--- config.mk ---
export PLATFORM = sky130hd
export DESIGN_NAME = map_port_arbiter
export DESIGN_NICKNAME = d
export VERILOG_FILES = /design/src/rtl/map_port_arbiter.sv
export SDC_FILE = /design/constraint.sdc
export NUM_CORES = 1
export LEC_CHECK = 0
export ABC_AREA = 1
export BUFFER_PORTS_ARGS = -buffer_cell sky130_fd_sc_hd__buf_4
export CAP_MARGIN = 20
export CORE_MARGIN = 5
export CORE_UTILIZATION = 41
export DETAILED_ROUTE_END_ITERATION = 10
export PLACE_DENSITY = 0.85
export SLEW_MARGIN = 20
export SYNTH_ARGS = -nofsm -noshare
export SYNTH_HDL_FRONTEND = slang
export SYNTH_SLANG_ARGS = --single-unit
--- constraint.sdc ---
create_clock -name clk -period 1.2 [get_ports clk]
set_input_delay 0.24 -clock clk [delete_from_list [all_inputs] [get_ports clk]]
set_output_delay 0.24 -clock clk [all_outputs]
set_load 0.005 [all_outputs]
--- src/rtl/map_port_arbiter.sv ---
// map_port_arbiter
// Shares the single read/write port B of the map BRAM between the player
// (index 0, tile read-modify-write) and the floor loader (index 1, floor
// copies). Only one access is in flight at a time. Arbitration is round-robin.
// A requester may lock the port across several accesses, and a lock held idle
// for too long is released by force.
module map_port_arbiter #(
  parameter int ADDR_W   = 19,
  parameter int DATA_W   = 16,
  parameter int READ_LAT = 1,   // 1..3 cycles from bram_addr to valid bram_dout
  parameter int MAX_HOLD = 16   // idle locked cycles before forced release
) (
  input  logic                  clk,
  input  logic                  rst,
  input  logic [1:0]            req,
  input  logic [1:0]            we,
  input  logic [1:0]            lock,
  input  logic [2*ADDR_W-1:0]   addr,
  input  logic [2*DATA_W-1:0]   wdata,
  output logic [1:0]            gnt,
  output logic [1:0]            done,
  output logic [DATA_W-1:0]     rdata,
  output logic                  busy,
  output logic                  lock_timeout,
  output logic [ADDR_W-1:0]     bram_addr,
  output logic                  bram_we,
  output logic [DATA_W-1:0]     bram_din,
  input  logic [DATA_W-1:0]     bram_dout
);

  localparam logic [2:0] S_IDLE   = 3'd0;
  localparam logic [2:0] S_ISSUE  = 3'd1;
  localparam logic [2:0] S_WAIT   = 3'd2;
  localparam logic [2:0] S_RESP   = 3'd3;
  localparam logic [2:0] S_LOCKED = 3'd4;

  localparam int WAIT_W = $clog2(READ_LAT + 1);
  localparam int HOLD_W = $clog2(MAX_HOLD + 1);
  localparam logic [WAIT_W-1:0] WAIT_LAST = WAIT_W'(READ_LAT - 1);
  localparam logic [HOLD_W-1:0] HOLD_LAST = HOLD_W'(MAX_HOLD - 1);

  logic [2:0]        state, state_d;
  logic              owner;       // requester that currently holds the port
  logic              rr_ptr;      // requester preferred when both ask
  logic              we_q;
  logic [ADDR_W-1:0] addr_q;
  logic [DATA_W-1:0] din_q;
  logic [DATA_W-1:0] rdata_q;
  logic [WAIT_W-1:0] wait_cnt;
  logic [HOLD_W-1:0] hold_cnt;
  logic              timeout_q;

  logic              take;        // accept a request at this edge
  logic              pick;        // requester accepted when take is set
  logic              timeout_hit; // locked owner idled out this cycle

  // Next-state decode: arbitration in IDLE, owner-only service in LOCKED.
  always_comb begin
    // NOTE: every variable gets a default before the case so no path leaves
    // it unassigned; a missing default would infer a latch.
    state_d     = state;
    take        = 1'b0;
    pick        = owner;
    timeout_hit = 1'b0;
    case (state)
      S_IDLE: begin
        if (req != 2'b00) begin
          take    = 1'b1;
          pick    = (req == 2'b11) ? rr_ptr : req[1];
          state_d = S_ISSUE;
        end
      end
      S_ISSUE: begin
        state_d = we_q ? S_RESP : S_WAIT;
      end
      S_WAIT: begin
        if (wait_cnt == WAIT_LAST) state_d = S_RESP;
      end
      S_RESP: begin
        state_d = lock[owner] ? S_LOCKED : S_IDLE;
      end
      S_LOCKED: begin
        if (req[owner]) begin
          take    = 1'b1;
          pick    = owner;
          state_d = S_ISSUE;
        end else if (!lock[owner]) begin
          state_d = S_IDLE;
        end else if (hold_cnt == HOLD_LAST) begin
          timeout_hit = 1'b1;
          state_d     = S_IDLE;
        end
      end
      default: state_d = S_IDLE;
    endcase
  end

  // State, request capture, latency and hold counters, read-data capture.
  always_ff @(posedge clk) begin
    // NOTE: sequential state uses non-blocking assignments so every register
    // sees the pre-edge values of the others, independent of statement order.
    if (rst) begin
      state     <= S_IDLE;
      owner     <= 1'b0;
      rr_ptr    <= 1'b0;
      we_q      <= 1'b0;
      addr_q    <= '0;
      din_q     <= '0;
      rdata_q   <= '0;
      wait_cnt  <= '0;
      hold_cnt  <= '0;
      timeout_q <= 1'b0;
    end else begin
      state     <= state_d;
      timeout_q <= timeout_hit;

      if (take) begin
        owner  <= pick;
        rr_ptr <= ~pick;
        we_q   <= we[pick];
        addr_q <= pick ? addr[2*ADDR_W-1:ADDR_W]  : addr[ADDR_W-1:0];
        din_q  <= pick ? wdata[2*DATA_W-1:DATA_W] : wdata[DATA_W-1:0];
      end

      if (state == S_WAIT) wait_cnt <= wait_cnt + WAIT_W'(1);
      else                 wait_cnt <= '0;

      if (state == S_WAIT && wait_cnt == WAIT_LAST) rdata_q <= bram_dout;

      // Counts consecutive locked cycles in which the owner asked for nothing.
      if (state == S_LOCKED && state_d == S_LOCKED) hold_cnt <= hold_cnt + HOLD_W'(1);
      else                                          hold_cnt <= '0;
    end
  end

  assign gnt[0]       = (state == S_ISSUE) && !owner;
  assign gnt[1]       = (state == S_ISSUE) &&  owner;
  assign done[0]      = (state == S_RESP)  && !owner;
  assign done[1]      = (state == S_RESP)  &&  owner;
  assign rdata        = rdata_q;
  assign busy         = (state != S_IDLE);
  assign lock_timeout = timeout_q;
  assign bram_addr    = addr_q;
  assign bram_din     = din_q;
  assign bram_we      = (state == S_ISSUE) && we_q;

endmodule

# Word-level counts from Yosys, hierarchy flattened
# Index checks and enable logic that the tools add are counted.
[word_totals] elab_cells=64 regBits=64 output_inout_bits=58 in_bits=94
[classes] add_sub_neg=2 reduce_logical=14 magnitude_cmp=2 bitwise=6 eq_ne=7 muxes=23
[op_table] cell="19-bit two-way mux" count=1
[op_table] cell="3-bit two-way mux" count=6
[op_table] cell="16-bit two-way mux" count=1
[op_table] cell="3-bit case mux with 5 select lines" count=1
[op_table] cell="1-bit two-way mux" count=13
[op_table] cell="1-bit logical AND" count=7
[op_table] cell="3-bit by 2-bit equality test with 1-bit output (second input constant)" count=2
[op_table] cell="3-bit equality test (second input constant)" count=2
[op_table] cell="1-bit NOT" count=6
[op_table] cell="5-bit by 1-bit adder with 5-bit output (second input constant)" count=1
[op_table] cell="5-bit by 4-bit equality test with 1-bit output (second input constant)" count=1
[op_table] cell="1-bit by 2-bit less-than comparator with 1-bit output (second input constant)" count=2
[op_table] cell="2-bit OR reduction" count=2
[op_table] cell="4-bit OR reduction" count=1
[op_table] cell="3-bit by 1-bit equality test with 1-bit output (second input constant)" count=1
[op_table] cell="3-bit logical NOT" count=1
[op_table] cell="3-bit nonzero test" count=1
[op_table] cell="2-bit equality test (second input constant)" count=1
[op_table] cell="1-bit case mux with 2 select lines" count=1
[op_table] cell="2-bit nonzero test" count=1
[op_table] cell="1-bit adder (second input constant)" count=1
[op_table] cell="1-bit logical NOT" count=1

# Depth between registers and ports, before layout
[depth] ltp_word=9 mapped_depth=12 mapped_depth_nobuf=10

# Least setup slack after synthesis
# No wires, ideal clock.
[synth_timing] kind="flip-flop to flip-flop" start="register hold_cnt[0]" end="register hold_cnt[0]" stages_incl_launch_ff=9 t_arrival_ns=1.289 setup_time_ns=0.065 n_path_buf=0 path_slack_ns=-0.154 required_time_ns=1.135 synth_period_minus_slack_ns=1.354 path_cell_list="dfxtp_1 ha_1 and3_1 ha_1 inv_1 nand4_1 a21oi_1 nand2_1 nor2_1"
[synth_between] elab_chain_cells=9 elab_cells_between_ends=10 classes_between="1 x add/sub; 2 x eq/ne; 4 x mux; 1 x bitwise; 2 x reduce/logical"
[synth_rtl] element="start, declared" line_no="50" rtl="logic [HOLD_W-1:0] hold_cnt;"
[synth_rtl] element="start signal, assigned" line_no="131" rtl="if (state == S_LOCKED && state_d == S_LOCKED) hold_cnt <= hold_cnt + HOLD_W'(1);"
[synth_rtl] element="5-bit by 4-bit equality test with 1-bit output" line_no="89" rtl="end else if (hold_cnt == HOLD_LAST) begin"
[synth_rtl] element="3-bit two-way mux" line_no="89"
[synth_rtl] element="3-bit two-way mux" line_no="87" rtl="end else if (!lock[owner]) begin"
[synth_rtl] element="3-bit two-way mux" line_no="83" rtl="if (req[owner]) begin"
[synth_rtl] element="3-bit case mux with 5 select lines" line_no="65" rtl="case (state)"
[synth_rtl] element="3-bit equality test" line_no="131"
[synth_rtl] element="1-bit logical AND" line_no="131"
[synth_rtl] element="1-bit NOT (no source line)"
[synth_rtl] element="2-bit OR reduction (no source line)"
# Parallel ways exist; a longest one is shown, timed or not.
# A chain may end at the register's enable or synchronous reset.

# Worst setup path in the final report
[layout_timing] start="register state[1]" end="output port done[1]"
[layout_between] elab_chain_cells=2
[layout_rtl] element="start, declared" line_no="42" rtl="logic [2:0] state, state_d;"
[layout_rtl] element="start signal, assigned" line_no="114" rtl="state <= state_d;"
[layout_rtl] element="3-bit by 2-bit equality test with 1-bit output" line_no="139" rtl="assign done[1] = (state == S_RESP) && owner;"
[layout_rtl] element="1-bit logical AND" line_no="139"
[layout_rtl] element="end, declared" line_no="21" rtl="output logic [1:0] done,"
# Every way passes these cells.

==> results.toml <==
[yosys]
synthAdderAreaFrac = 0.00845
synth_mux_area_frac = 0
ys_types = 26
synth_top_area_frac = 0.432
yosys-top-cells-area = "dfxtp_1 43%, nor2_1 15%, nand2_1 11%, nand3_1 8.6%, inv_1 5.8%"
synthesis.area_mm2 = 0.00296
synth-compound-area-share = 0.0355
synth_top_family_by_area = "simple AND/OR/NAND/NOR gates"
synth_seq_cells = 64
ys.warnings.count = 0
synth-simple-area-share = 0.407
synth_xor_area_frac = 0.00591
yosysTopAreaCell = "dfxtp_1"
synth_area_per_cell_um2 = 6.66
syn_inst = 445
yosysSeqAreaShare = 0.432
syn_nets = 541

[floorplanning]
start_util = 0.415
die_y_um = 95.0
die_w_um = 95.0
die_area_mm2 = 0.00903
core-area_mm2 = 0.00714
ios = 152
std_cell_rows = 31

[timing]
rsz0062_at_grt = "true"
maxClockFrequency_mhz = 680
finClkSkew_ps = 8.46
setup_tns_ps = -12450
fin_ws_ps = -270
maxSlewViolCount = 0
finalSetupViolations = 68
slew-limit-headroom = 0.802
worstMarginPinSlew_ps = 297
min_period_ps = 1470
fin_crit_sh = 1.22
hold_viol = 0

[cts]
cts_buffers = 9
cts_hold_buf = 0
root_buffer = "clkbuf_8"
cts_buffer_depth = 2
cts_tree = "built"
clk_latency_ps = 320
cts.sinks = 64
cts.clk_slew.worst_paths_ps = 70
htree_num_levels = 3

[status]
violations = "setup timing"
status = "finished, violations left"

[routing]
postRouteAntennaNets = 0
first_pass_iters = 4
drtIter0Drc = 136
wl_um = 9800
via_per_inst = 4.69
drc = 0
wl_per_cell_um = 13.4
vias = 3425

[critical_path]
required_ps = 960
startpoint_type = "flop"
crit_type = "reg2out"
cp_max_fo = 3
cp_slowest_cell = "dfxtp_2"
path_cells = "inv_2 -> buf_6 -> nor3_4 -> inv_2 -> nor2_1 -> buf_4"
critPathMaxStageDelay_ps = 330
end_kind = "primary output"
crit_top_cell = "inv_2"
r2r_start = "state[2]"
cp_data_arrival_time_ps = 1230
startpoint = "state[1]"

[power_and_ir_drop]
power_density_mw_per_mm2 = 1530
leakagePower_nw = 2.58
ir_worst_vdd_mv = 0.869

[global_route]
grt_max_degree = 33
antenna_found_initial = 0
gr-total-overflow = 0
grt_usage = 0.202
grt_pass1_vias = 3301
grt_pass1_wl_um = 14500

[place]
io_buffers = 151
dp_hpwl_um = 6790
place.gp.congestion = 0.777

[hold_path]
hold_class = "in2reg"
worstHoldStart = "bram_dout[6]"

[layout]
nNetsFinal = 722
n_antenna_cell = 0
final_util = 0.697
n_fill_cell = 613
final_common_cell = "buf_4"
mostFrequentLayoutCells = "177 x buf_4, 105 x nor2_1, 77 x nand2_1, 58 x dfxtp_1, 49 x nand3_1"
area_growth_pct = 67.9
drive_gt1_frac = 0.420

[flow_run]
maxCapViolCount = 0
[per-layer routing]
layer  routed length [um]  share of wire  vias up  GRT usage
li1                     -              -     1747          -
met5                    0              0        -          0
met3                  799          0.082        8     0.0552
met1                 3700           0.38     1557      0.217
met2                 5210           0.53      113      0.381
met4                   89         0.0091        0     0.0637
[path summary, 6_finish.rpt]
check / slack (ps) / to / depth (start not counted)
worst max register to register: -260 / bram_din[10] / 11
worst min register to register: 490 / rr_ptr / 2
worst max-delay path: -270 / done[1] / 6
worst min-delay path: 170 / rdata[6] / 3
[cells by family after synthesis]
family,Yosys count
compound gates,21
xor+xnor,2
fa+ha+maj,2
buf+inv,75
flops,64
simple gates,281
[critical path: cells and delay by family (launching register included)]
kind / cells / cell delay [ps]
AND/OR/NAND/NOR: 2 / 210
buffers and inverters: 4 / 360
flip-flops: 1 / 330
[stage by stage]
stage | cell area, um^2 | hold WS [ps] | total power, mW | cells | setup slack (ps)
floorplan | 3010 | 407 | 4.00 | 445 | -144
global placement | 4400 | 453 | 5.07 | 701 | -198
detailed placement | 4400 | 478 | 5.17 | 701 | -269
CTS | 4790 | 138 | 7.44 | 722 | -272
global route | 4980 | 159 | 8.06 | 730 | -360
finish | 4980 | 171 | 7.60 | 730 | -270
[power breakdown]
group	switching (mW)	internal, mW
Sequential	0.196	2.46
Clock	0.773	1.30
Combinational	1.47	1.41
Total	2.43	5.16
[cell usage after synthesis (all sizes together)]
cell type	n
nor4	1
nand2	91
xnor2	1
inv	50
clkbuf	6
xor2	1
dfxtp	64
and3	1
nor3	1
clkinv	1
ha	2
a21oi	5
nor2	120
o21ai	16
buf	18
nand3	53
nand4	14
[layout make-up]
type                            count  area (um^2)  area share
Tap cell                           99          124      0.0249
Clock buffer                       15          206      0.0415
Sequential cell                    64         1300       0.260
Timing Repair Buffer              193         1560       0.313
Inverter                           51          206      0.0415
Multi-Input combinational cell    307         1560       0.313
Clock inverter                      1         30.0     0.00603
[sequential cells by signal, summed over array words and instances, names as in the netlist, 3 cells and up]
register and cells:
bram_addr 19, bram_din 16, rdata 16, hold_cnt 5
state 3
[what timing repair did]
item                       in CTS  in global routing
cloned                          1                  1
buffers inserted                4                  7
setup endpoints to repair      67                 68
pin swaps                       5                 13
gates resized for setup        29                 33
hold endpoints to repair        0                  0
Note: power is estimated with default switching activity, not from simulation.
